File: src/rtl/avalon_st_10gb_pkg.sv
// Beat field widths and arbiter state encoding shared by the 10GbE Avalon-ST stream blocks.
// Pure declarations: no logic, no latency, no flow control.
package avalon_st_10gb_pkg;

    localparam int DATA_W  = 64;
    localparam int EMPTY_W = 3;
    localparam int ERROR_W = 6;
    localparam int CNT_W   = 16;
    localparam int GAP_W   = 8;

    typedef enum logic [1:0] {
        ST_IDLE = 2'd0,
        ST_SEND = 2'd1,
        ST_GAP  = 2'd2
    } state_t;

endpackage

File: src/rtl/rr_pick.sv
// Round-robin first-eligible picker: searches from last+1 modulo NPORTS, returns one-hot.
// Purely combinational, zero latency; no flow control of its own.
module rr_pick #(
    parameter int NPORTS = 2,
    parameter int IDX_W  = (NPORTS > 1) ? $clog2(NPORTS) : 1
) (
    input  logic [NPORTS-1:0] eligible,
    input  logic [IDX_W-1:0]  last,
    output logic [NPORTS-1:0] sel
);

    logic found;

    always_comb begin
        sel   = '0;
        found = 1'b0;
        // Offset 1..NPORTS so the previous owner is considered last.
        for (int i = 1; i <= NPORTS; i++) begin
            for (int p = 0; p < NPORTS; p++) begin
                if (!found && eligible[p] && (p == ((int'(last) + i) % NPORTS))) begin
                    sel[p] = 1'b1;
                    found  = 1'b1;
                end
            end
        end
    end

endmodule

File: src/rtl/avalon_st_pkt_arbiter_10gb.sv
// Packet-atomic round-robin arbiter muxing NPORTS Avalon-ST sources onto one 64-bit stream.
// Latency: one arbitration cycle per packet, then zero-latency pass-through; IPG idle cycles after eop.
// Backpressure: out_ready is routed straight to the owner's in_ready; stray non-sop beats are sunk in IDLE.
module avalon_st_pkt_arbiter_10gb
    import avalon_st_10gb_pkg::*;
#(
    parameter int NPORTS = 2,
    parameter int IPG    = 4
) (
    input  logic                  clk,
    input  logic                  reset_n,
    input  logic                  pause,
    input  logic [NPORTS*64-1:0]  in_data,
    input  logic [NPORTS-1:0]     in_valid,
    output logic [NPORTS-1:0]     in_ready,
    input  logic [NPORTS-1:0]     in_sop,
    input  logic [NPORTS-1:0]     in_eop,
    input  logic [NPORTS*3-1:0]   in_empty,
    input  logic [NPORTS*6-1:0]   in_error,
    output logic [63:0]           out_data,
    output logic                  out_valid,
    input  logic                  out_ready,
    output logic                  out_sop,
    output logic                  out_eop,
    output logic [2:0]            out_empty,
    output logic [5:0]            out_error,
    output logic [NPORTS-1:0]     grant,
    output logic                  busy,
    output logic [15:0]           pkt_count,
    output logic [15:0]           drop_count
);

    localparam int IDX_W = (NPORTS > 1) ? $clog2(NPORTS) : 1;
    localparam logic [GAP_W-1:0] GAP_LOAD = (IPG > 0) ? GAP_W'(IPG - 1) : '0;

    state_t             state_q, state_d;
    logic [NPORTS-1:0]  grant_q, grant_d;
    logic [IDX_W-1:0]   last_q, last_d;
    logic [GAP_W-1:0]   gap_q, gap_d;
    logic [CNT_W-1:0]   pkt_q, pkt_d;
    logic [CNT_W-1:0]   drop_q, drop_d;

    logic [NPORTS-1:0]  eligible;
    logic [NPORTS-1:0]  stray;
    logic [NPORTS-1:0]  pick_sel;
    logic [IDX_W-1:0]   pick_idx;
    logic [NPORTS-1:0]  ready_c;
    logic               xfer_eop;

    assign eligible = in_valid & in_sop;
    assign stray    = in_valid & ~in_sop;

    rr_pick #(
        .NPORTS (NPORTS),
        .IDX_W  (IDX_W)
    ) u_rr_pick (
        .eligible (eligible),
        .last     (last_q),
        .sel      (pick_sel)
    );

    always_comb begin
        pick_idx = '0;
        for (int p = 0; p < NPORTS; p++) begin
            if (pick_sel[p]) pick_idx = IDX_W'(p);
        end
    end

    // grant_q is non-zero only in SEND, so the mux output is all-zero elsewhere.
    always_comb begin
        out_data  = '0;
        out_valid = 1'b0;
        out_sop   = 1'b0;
        out_eop   = 1'b0;
        out_empty = '0;
        out_error = '0;
        for (int p = 0; p < NPORTS; p++) begin
            if (grant_q[p]) begin
                out_data  = in_data[p*DATA_W +: DATA_W];
                out_valid = in_valid[p];
                out_sop   = in_sop[p];
                out_eop   = in_eop[p];
                out_empty = in_empty[p*EMPTY_W +: EMPTY_W];
                out_error = in_error[p*ERROR_W +: ERROR_W];
            end
        end
    end

    always_comb begin
        ready_c = '0;
        case (state_q)
            ST_IDLE: ready_c = stray;
            ST_SEND: ready_c = grant_q & {NPORTS{out_ready}};
            default: ready_c = '0;
        endcase
    end

    // Stray sinking is combinational, so hold it off while reset is asserted.
    assign in_ready = ready_c & {NPORTS{reset_n}};

    assign xfer_eop = out_valid & out_ready & out_eop;

    always_comb begin
        state_d = state_q;
        grant_d = grant_q;
        last_d  = last_q;
        gap_d   = gap_q;
        pkt_d   = pkt_q;
        drop_d  = drop_q;
        case (state_q)
            ST_IDLE: begin
                if ((|stray) && (drop_q != {CNT_W{1'b1}})) drop_d = drop_q + 16'd1;
                if (!pause && (|eligible)) begin
                    grant_d = pick_sel;
                    last_d  = pick_idx;
                    state_d = ST_SEND;
                end
            end
            ST_SEND: begin
                if (xfer_eop) begin
                    pkt_d   = pkt_q + 16'd1;
                    grant_d = '0;
                    if (IPG > 0) begin
                        state_d = ST_GAP;
                        gap_d   = GAP_LOAD;
                    end else begin
                        state_d = ST_IDLE;
                    end
                end
            end
            ST_GAP: begin
                if (gap_q == '0) state_d = ST_IDLE;
                else             gap_d   = gap_q - 8'd1;
            end
            default: state_d = ST_IDLE;
        endcase
    end

    always_ff @(posedge clk or negedge reset_n) begin
        if (!reset_n) begin
            state_q <= ST_IDLE;
            grant_q <= '0;
            last_q  <= IDX_W'(NPORTS - 1);
            gap_q   <= '0;
            pkt_q   <= '0;
            drop_q  <= '0;
        end else begin
            state_q <= state_d;
            grant_q <= grant_d;
            last_q  <= last_d;
            gap_q   <= gap_d;
            pkt_q   <= pkt_d;
            drop_q  <= drop_d;
        end
    end

    assign grant      = grant_q;
    assign busy       = (state_q == ST_SEND) || (state_q == ST_GAP);
    assign pkt_count  = pkt_q;
    assign drop_count = drop_q;

endmodule

File: config.mk
export PLATFORM = sky130hd
export DESIGN_NAME = avalon_st_pkt_arbiter_10gb
export DESIGN_NICKNAME = d
export VERILOG_FILES = /design/src/rtl/avalon_st_10gb_pkg.sv /design/src/rtl/rr_pick.sv /design/src/rtl/avalon_st_pkt_arbiter_10gb.sv
export SDC_FILE = /design/constraint.sdc
export NUM_CORES = 1
export LEC_CHECK = 0
export ABC_AREA = 1
export ABC_CLOCK_PERIOD_IN_PS = 2400
export BUFFER_PORTS_ARGS = -buffer_cell sky130_fd_sc_hd__clkbuf_2
export CORE_AREA = 2 2 105 107
export DETAILED_ROUTE_END_ITERATION = 8
export DIE_AREA = 0 0 107 109
export PLACE_DENSITY = 0.74
export SLEW_MARGIN = 20
export SYNTH_ARGS = -nofsm -noshare
export SYNTH_HDL_FRONTEND = slang
export SYNTH_SLANG_ARGS = --single-unit
File: constraint.sdc
create_clock -name clk -period 2.4 [get_ports clk]
set_clock_uncertainty 0.05 [all_clocks]
set_input_delay 0.48 -clock clk [delete_from_list [all_inputs] [get_ports clk]]
set_output_delay 0.48 -clock clk [all_outputs]
set_load 0.1 [all_outputs]
==> results.sh, run 1 <==
export IMPL_crit_path_max_fanout=6
export IMPL_rows=38
export IMPL_drive_above_1_share=0.405
export IMPL_worstSetupEndpointType="primary output"
export IMPL_hold_class="input pin to asynchronous set/reset pin"
export IMPL_htreeDepth=2
export IMPL_routedWlPerCell_um=15.8
export IMPL_ios=269
export IMPL_synth_seq_cells=45
export IMPL_synthArstFlopShare=1.00
export IMPL_design_area_sq_um=7130
export IMPL_layout_common_cells="nand2_1 (262), clkbuf_2 (188), nand3_1 (103)"
export IMPL_switching_share=0.638
export IMPL_post_cts_resized=0
export IMPL_grt_usage=0.276
export IMPL_wl_met1_um=7060
export IMPL_ys_warn_count=0
export IMPL_numCtsBuffers=5
export IMPL_grt_setup_unrepaired="false"
export IMPL_cts_clk_slew_worst_paths_ns=0.10
export IMPL_final_common_cell="nand2_1"
export IMPL_synth_area_leaders="nand2_1 (31%), dfrtp_1 (28%), nand3_1 (13%)"
export IMPL_syn_inst=680
export IMPL_place_area_sq_um=7030
export IMPL_antenna_found_initial=2
export IMPL_cpMaxStageDelayCell="dfrtp_1"
export IMPL_drt_iter0_drc=376
export IMPL_fp_dieArea_sq_um=11700
export IMPL_port_buffers=268
export IMPL_max_vdd_ir_drop_uv=1200
export IMPL_top_layer_used="met4"
export IMPL_hold_viol=0
export IMPL_setup_viol_count_final=0
export IMPL_grt_overflow=0
export IMPL_vias_per_cell=4.94
export IMPL_worst_pin_slew_ns=0.589
export IMPL_slew_viol_final=0
export IMPL_ys_seq_area_frac=0.284
export IMPL_synth_top_cell_by_area="nand2_1"
export IMPL_status="finished, final reports clean"
export IMPL_preCtsSetupSlack_ns=0.533
export IMPL_fillers=904
export IMPL_arrival_ns=1.70
export IMPL_initial_core_util=0.374
export IMPL_grt_max_degree=79
export IMPL_criticalPathCategory="flip-flop to primary output"
export IMPL_power_density_nw_per_um2=1490
export IMPL_cts_tree="yes"
export IMPL_seqPwrFrac=0.105
export IMPL_grt_pass1_vias=4725
export IMPL_final_antenna_net_count=0
export IMPL_synth_top_cell_area_share=0.315
export IMPL_ctsHoldBuffers=0
export IMPL_area_growth_pct=79.5
export IMPL_synth_edff_count=0
export IMPL_dp_hpwl_um=13800
export IMPL_final_nets=1095
export IMPL_p_int_mw=3.84
export IMPL_dr_wl_met3_um=2210
export IMPL_instances_no_fill=1074
export IMPL_setup_tns_ns=0
export IMPL_die_x_um=107
export IMPL_pwr_share_clk=0.045
export IMPL_setup_slack_ns=0.170
export IMPL_grt_pass1_wl_um=24800
export IMPL_cts_setup_buffers=0
export IMPL_pwr_share_comb=0.849
export IMPL_vias=5304
export IMPL_finalCriticalPeriod_ns=2.23
export IMPL_postLayoutCoreUtil=0.672
export IMPL_switchingPower_mw=6.77
export IMPL_slowest_delay_ns=0.41
export IMPL_slew_headroom=0.609
export IMPL_die_height_um=109
export IMPL_clockBufferDepth=2
export IMPL_core_area_sq_um=10600
export IMPL_cts_root_buf="clkbuf_8"
export IMPL_leakagePower_nw=3.65
export IMPL_drt_wl_total_um=17000
export IMPL_cts_sinks=45
export IMPL_routabilityCongestion=0.978
export IMPL_worstPathRequired_ns=1.87
export IMPL_path_cells="inv_1 > ha_1 > nand3_1 > a21oi_4 > buf_12"
export IMPL_drv_cap=0
export IMPL_met2_length_um=7340
export IMPL_avgSynthCellArea_sq_um=5.84
export IMPL_synth_fp_nets=844
export IMPL_fmax_mhz=448
export IMPL_clk_latency_ns=0.31
export IMPL_fin_crit_sh=0.929
export IMPL_syn_area_sq_um=3970
export IMPL_ys_flop_type="dfrtp_1"
export IMPL_cp_start_kind="flip-flop"
export IMPL_firstDrtPassIters=5
export IMPL_yosys_cell_types_count=34
export IMPL_drc=0
export IMPL_dpl_cell_count=1064
[through the flow]
stage                     hold slack, ns  total power [mW]
after CTS                          0.293              10.6
after detailed placement           0.411              10.1
final                              0.278              10.6
after global placement             0.411              10.1
after floorplan                    0.134              7.15
after global routing               0.318              11.1
[kinds of logic after synthesis]
group | after synthesis | share of synthesized area
simple gates | 508 | 0.534
buf+inv | 77 | 0.0839
xor+xnor | 16 | 0.0353
flops | 45 | 0.284
fa+ha+maj | 8 | 0.0252
compound gates | 26 | 0.0372
[final timing paths]
kind | from | to | slack, ns | depth (start not counted)
worst max-delay path | state_q[1] | in_ready[0] | 0.17 | 5
worst min-delay path | reset_n | gap_q[1] | 0.28 | 2
worst max register to register | state_q[1] | gap_q[3] | 0.48 | 9
worst min register to register | gap_q[0] | gap_q[0] | 0.43 | 2
max in group asynchronous | reset_n | grant[1] | 1.60 | 2
min in group clk | gap_q[0] | gap_q[0] | 0.43 | 2
[critical path, delay by kind of cell, from the launching register on]
| kind | cells | cell delay (ns) |
|---|---|---|
| flip-flops | 1 | 0.41 |
| buffers and inverters | 2 | 0.31 |
| adder cells (fa/ha/maj) | 1 | 0.28 |
| AO/OA/AOI/OAI | 1 | 0.23 |
| AND/OR/NAND/NOR | 1 | 0.16 |
[routing by layer]
layer / vias to the layer above / GRT usage
li1: 2638 / -
met1: 2398 / 0.374
met2: 239 / 0.401
met3: 29 / 0.127
met4: 0 / 0.0612
met5: - / 0
[area by class of cell]
cell class                      instances  area (sq um)  share of cell area
Clock inverter                          2          15.0             0.00211
Antenna cell                            2          5.00            0.000702
Inverter                               45           173              0.0242
Multi-Input combinational cell        558          2920               0.409
Tap cell                              140           175              0.0246
Timing Repair Buffer                  276          2640               0.371
Clock buffer                            6          72.6              0.0102
Sequential cell                        45          1130               0.159
[flip-flops by register name (all words and copies together), names as in the netlist]
register	count
drop_count	16
pkt_count	16
gap_q	8
grant	2
state_q	2
last_q	1
[cells in the mapped netlist, types with 3 or more instances]
library cell and number:
buf_2 8, nand3_1 103, nor2_1 51, xor2_1 6, o21ai_0 15, a21oi_1 3
o21ai_1 3, clkbuf_1 9, nor2_2 3, ha_1 8, nand2_1 333, inv_1 42
dfrtp_1 44, xnor2_1 10, buf_6 3, buf_1 10, nand4_1 7
[power by group through the flow]
| stage | Sequential (mW) | Combinational, mW | Clock, mW |
|---|---|---|---|
| floorplan | 1.67 | 5.48 | 0 |
| global placement | 1.12 | 8.94 | 0 |
| detailed placement | 1.13 | 9.00 | 0 |
| CTS | 1.12 | 9.03 | 0.485 |
| global route | 1.14 | 9.39 | 0.531 |
| finish | 1.12 | 9.02 | 0.479 |
Note: power is estimated with default switching activity, not from simulation.
==> run 2, diff against run 1 <==
- CORE_AREA: 2 2 105 107 -> 2 2 103 105
- DIE_AREA: 0 0 107 109 -> 0 0 105 107
- PLACE_DENSITY: 0.74 -> 0.76
- RECOVER_POWER: default -> 100
==> run 2 against run 1 <==
Compared with the run above:
- clock power up 29%
- cell area down 13%
- setup slack worse by 0.073 ns
- non-clock buffer count down 2
- utilization down 5.5 points
- hold slack better by 0.17 ns
- first-iteration DRC count up 38%
- via count down 0.25%
- sequential power about the same
- largest cell class unchanged
- largest power group unchanged
==> results.sh, run 2 (synthesized netlist as in run 1, its figures left out) <==
export IMPL_vias_per_cell=4.96
export IMPL_firstDrtPassIters=5
export IMPL_drv_cap=0
export IMPL_drive_above_1_share=0.384
export IMPL_grt_usage=0.298
export IMPL_worstHoldStart="gap_q[0]"
export IMPL_cts_clk_slew_worst_paths_ns=0.08
export IMPL_path_buf_inv=3
export IMPL_slowest_delay_ns=0.43
export IMPL_final_antenna_net_count=0
export IMPL_reg2reg_to="drop_count[0]"
export IMPL_drt_iter0_drc=518
export IMPL_drt_wl_total_um=17200
export IMPL_final_nets=1093
export IMPL_final_common_cell="nand2_1"
export IMPL_cts_sinks=45
export IMPL_arrival_ns=1.77
export IMPL_die_height_um=107
export IMPL_hold_viol=0
export IMPL_grt_pass1_vias=4919
export IMPL_criticalPathCategory="flip-flop to primary output"
export IMPL_fmax_mhz=434
export IMPL_crit_path_max_fanout=77
export IMPL_cts_setup_buffers=0
export IMPL_setup_tns_ns=0
export IMPL_seqCellArea_sq_um=1130
export IMPL_min_to="gap_q[0]"
export IMPL_clockBufferDepth=2
export IMPL_slew_viol_final=0
export IMPL_min_path_cells=2
export IMPL_worstSetupEndpointType="primary output"
export IMPL_die_x_um=105
export IMPL_preCtsSetupSlack_ns=0.392
export IMPL_cts_root_buf="clkbuf_8"
export IMPL_core_area_sq_um=10100
export IMPL_htreeDepth=2
export IMPL_cts_tree="yes"
export IMPL_grt_setup_unrepaired="false"
export IMPL_cp_common_cell="buf_12"
export IMPL_ff2ff_setup_slack_ns=0.32
export IMPL_multi_input_area_sq_um=2880
export IMPL_fp_dieArea_sq_um=11200
export IMPL_setup_slack_ns=0.0974
export IMPL_finalCriticalPeriod_ns=2.30
export IMPL_dp_hpwl_um=13800
export IMPL_status="finished, final reports clean"
export IMPL_port_buffers=268
export IMPL_fillers=1004
export IMPL_worst_pin_slew_ns=1.16
export IMPL_timing_rr_start="drop_count[0]"
export IMPL_vias=5291
export IMPL_cpMaxStageDelayCell="dfrtp_2"
export IMPL_path_delay_family="buffers and inverters"
export IMPL_cp_start_kind="flip-flop"
export IMPL_rows=37
export IMPL_clk_latency_ns=0.31
export IMPL_diodes=0
export IMPL_grt_overflow=0
export IMPL_place_area_sq_um=7010
export IMPL_grt_max_degree=79
export IMPL_fin_crit_sh=0.959
export IMPL_setup_viol_count_final=0
export IMPL_leakagePower_nw=3.41
export IMPL_area_growth_pct=56.9
export IMPL_routedWlPerCell_um=16.1
export IMPL_initial_core_util=0.393
export IMPL_drc=0
export IMPL_numCtsBuffers=5
export IMPL_reg2reg_depth=8
export IMPL_grt_pass1_wl_um=26200
export IMPL_power_density_nw_per_um2=1510
export IMPL_layout_common_cells="nand2_1 (267), clkbuf_2 (181), nand3_1 (104)"
export IMPL_max_vdd_ir_drop_uv=1280
export IMPL_hold_class="flip-flop to flip-flop"
export IMPL_path_cells="inv_2 > buf_12 > nand2_1 > and2_0 > buf_12"
export IMPL_antenna_found_initial=2
export IMPL_slew_headroom=0.229
export IMPL_routabilityCongestion=1.01
export IMPL_worstPathRequired_ns=1.87
export IMPL_ios=269
export IMPL_design_area_sq_um=6230
run 2: tightest hold or removal path: stages (launching register included):
cell     delay [ns]
dfrtp_1        0.36
nand2_1        0.06
nand2_1        0.05
run 2: worst max-delay path by stage:
stage / startpoint / to / slack (ns) / depth (start not counted)
floorplan: grant[1] / out_data[12] / 0.05 / 5
global placement: state_q[1] / in_ready[1] / 0.43 / 5
detailed placement: state_q[1] / in_ready[1] / 0.39 / 5
CTS: state_q[1] / in_ready[1] / 0.05 / 5
global route: state_q[1] / in_ready[1] / 0.05 / 5
finish: grant[1] / out_eop / 0.1 / 5
run 2: where the power goes:
part	leakage, nW	switching (mW)	internal [mW]	total, mW
sequential	0.595	0.208	0.923	1.13
combinational	2.76	6.02	1.65	7.67
clock	0.0585	0.276	0.340	0.616
total	3.41	6.50	2.91	9.42
run 2: area by class of cell:
class	instances	share of cell area
Sequential cell	45	0.181
Tap cell	136	0.0273
Clock buffer	7	0.0139
Multi-Input combinational cell	558	0.462
Clock inverter	1	0.00482
Inverter	45	0.0275
Timing Repair Buffer	274	0.283
run 2: per-stage QoR:
stage          std cells   util  hold slack [ns]  power, mW
4_1_cts             1066  0.706            0.245       10.7
3_3_place_gp        1058  0.695            0.411       10.0
5_1_grt             1066  0.617            0.481       9.86
6_report            1066  0.617            0.443       9.42
3_5_place_dp        1058  0.695            0.413       10.1
2_1_floorplan        680      -            0.134       7.15
run 2: what timing repair did:
item	in CTS	in global routing
hold buffers	0	0
gates resized for setup	0	1
endpoints found under the setup margin	0	2
endpoints found under the hold margin	0	0
run 2: routing by layer:
| layer | global-route usage | share of wire | wire (um) |
|---|---|---|---|
| met1 | 0.407 | 0.41 | 7090 |
| met2 | 0.449 | 0.45 | 7690 |
| met3 | 0.122 | 0.13 | 2220 |
| met4 | 0.0457 | 0.011 | 186 |
| met5 | 0 | 0.0015 | 26 |
==> run 3, diff against run 2 <==
- RECOVER_POWER: 100 -> default
==> run 3 against run 2 <==
Compared with the run above:
- combinational power increased by 17%
- clock power fell by 0.8%
- non-clock buffer count unchanged
==> results.sh, run 3 (synthesized netlist as in run 1, its figures left out) <==
export IMPL_busiest_layer="met2"
export IMPL_port_buffers=268
export IMPL_pwr_share_comb=0.837
export IMPL_cts_root_buf="clkbuf_8"
export IMPL_grt_max_degree=79
export IMPL_cts_clk_slew_worst_paths_ns=0.09
export IMPL_crit_path_max_fanout=77
export IMPL_setup_viol_count_final=0
export IMPL_final_common_cell="nand2_1"
export IMPL_path_delay_family="buffers and inverters"
export IMPL_switching_share=0.630
export IMPL_hold_class="input pin to asynchronous set/reset pin"
export IMPL_htreeDepth=2
export IMPL_leakagePower_nw=3.66
export IMPL_clk_latency_ns=0.31
export IMPL_drc=0
export IMPL_status="finished, final reports clean"
export IMPL_grt_overflow=0
export IMPL_grt_pass1_wl_um=26200
export IMPL_final_nets=1093
export IMPL_pwr_share_clk=0.057
export IMPL_p_int_mw=3.96
export IMPL_firstDrtPassIters=5
export IMPL_cpMaxStageDelayCell="dfrtp_2"
export IMPL_hold_viol=0
export IMPL_use_met3=0.122
export IMPL_die_height_um=107
export IMPL_power_density_nw_per_um2=1500
export IMPL_die_x_um=105
export IMPL_clockBufferDepth=2
export IMPL_finalCriticalPeriod_ns=2.22
export IMPL_cp_common_cell="buf_12"
export IMPL_cp_start_kind="flip-flop"
export IMPL_vias=5286
export IMPL_arrival_ns=1.69
export IMPL_post_cts_resized=0
export IMPL_antenna_found_initial=2
export IMPL_slew_viol_final=0
export IMPL_seqPwrFrac=0.105
export IMPL_layout_common_cells="nand2_1 (262), clkbuf_2 (188), nand3_1 (103)"
export IMPL_rows=37
export IMPL_slew_headroom=0.611
export IMPL_final_antenna_net_count=0
export IMPL_vias_per_cell=4.96
export IMPL_routabilityCongestion=1.01
export IMPL_worstPathRequired_ns=1.87
export IMPL_drive_above_1_share=0.404
export IMPL_fmax_mhz=451
export IMPL_cts_setup_buffers=0
export IMPL_seqCellArea_sq_um=1130
export IMPL_fillers=861
export IMPL_slowest_delay_ns=0.43
export IMPL_path_buf_inv=3
export IMPL_ctsHoldBuffers=0
export IMPL_cts_tree="yes"
export IMPL_diodes=0
export IMPL_area_growth_pct=79.7
export IMPL_path_cells="inv_2 > buf_12 > nand2_1 > and2_1 > buf_12"
export IMPL_routedWlPerCell_um=16.1
export IMPL_dp_hpwl_um=13800
export IMPL_setup_tns_ns=0
export IMPL_numCtsBuffers=5
export IMPL_power_mw=10.7
export IMPL_worstSetupEndpointType="primary output"
export IMPL_reg2reg_depth=9
export IMPL_met2_usage=0.449
export IMPL_fp_dieArea_sq_um=11200
export IMPL_grt_setup_unrepaired="false"
export IMPL_drt_wl_total_um=17200
export IMPL_worst_pin_slew_ns=0.583
export IMPL_grt_usage=0.298
export IMPL_criticalPathCategory="flip-flop to primary output"
export IMPL_cts_sinks=45
export IMPL_worstSetupPathDepth=5
export IMPL_drv_cap=0
export IMPL_multi_input_area_sq_um=2920
export IMPL_core_area_sq_um=10100
export IMPL_grt_pass1_vias=4919
export IMPL_ios=269
export IMPL_fin_crit_sh=0.925
export IMPL_grtUsageMet1=0.407
export IMPL_max_vdd_ir_drop_uv=1340
export IMPL_initial_core_util=0.393
export IMPL_drt_iter0_drc=426
export IMPL_switchingPower_mw=6.74
==> run 3: cell count changes in the layout (fill, tap and decap cells not counted), sizes merged <==
cell and delta:
clkinv +1, inv -1, buf +20, clkbuf -20
==> run 3: routing by layer <==
metal  wire [um]  part of all wire
met5          30            0.0017
met4         128            0.0075
met3        2020              0.12
met2        7750              0.45
met1        7260              0.42
==> run 3: layout make-up <==
| cell class | instances | area share |
|---|---|---|
| Multi-Input combinational cell | 558 | 0.409 |
| Timing Repair Buffer | 274 | 0.368 |
| Sequential cell | 45 | 0.158 |
| Inverter | 45 | 0.0242 |
| Tap cell | 136 | 0.0239 |
| Clock buffer | 7 | 0.0121 |
| Clock inverter | 1 | 0.00421 |
==> run 3: power by group through the flow <==
| stage | logic [mW] | clock network, mW | registers [mW] |
|---|---|---|---|
| after global routing | 9.34 | 0.662 | 1.16 |
| after CTS | 8.97 | 0.615 | 1.13 |
| after global placement | 8.89 | 0 | 1.13 |
| final | 8.97 | 0.611 | 1.13 |
| after floorplan | 5.48 | 0 | 1.67 |
| after detailed placement | 8.94 | 0 | 1.14 |
==> run 3: worst paths after layout <==
kind | start | to | slack (ns)
setup / recovery | grant[1] | out_eop | 0.18
hold / removal | reset_n | gap_q[3] | 0.23
setup reg to reg | grant[1] | pkt_count[13] | 0.49
hold reg to reg | gap_q[0] | gap_q[0] | 0.44
max in group asynchronous | reset_n | grant[0] | 1.65
min in group clk | gap_q[0] | gap_q[0] | 0.44
==> run 3: worst register-to-register path, cell delays in order (launching register included) <==
cell	delay, ns
dfrtp_2	0.43
inv_2	0.07
buf_12	0.29
nand2_1	0.16
nand3_2	0.12
nor2_4	0.05
nand2_4	0.18
clkinv_2	0.23
nand2_1	0.11
o21ai_0	0.09
==> run 3: through the flow <==
stage	worst slack, ns	utilization	area [sq um]	hold WS [ns]	std cells
after floorplan	0.0483	-	4380	0.134	680
after global placement	0.429	0.695	7010	0.411	1058
after detailed placement	0.392	0.695	7010	0.413	1058
after CTS	0.0546	0.706	7130	0.245	1066
after global routing	0.0674	0.707	7130	0.266	1066
final	0.181	0.707	7130	0.225	1066
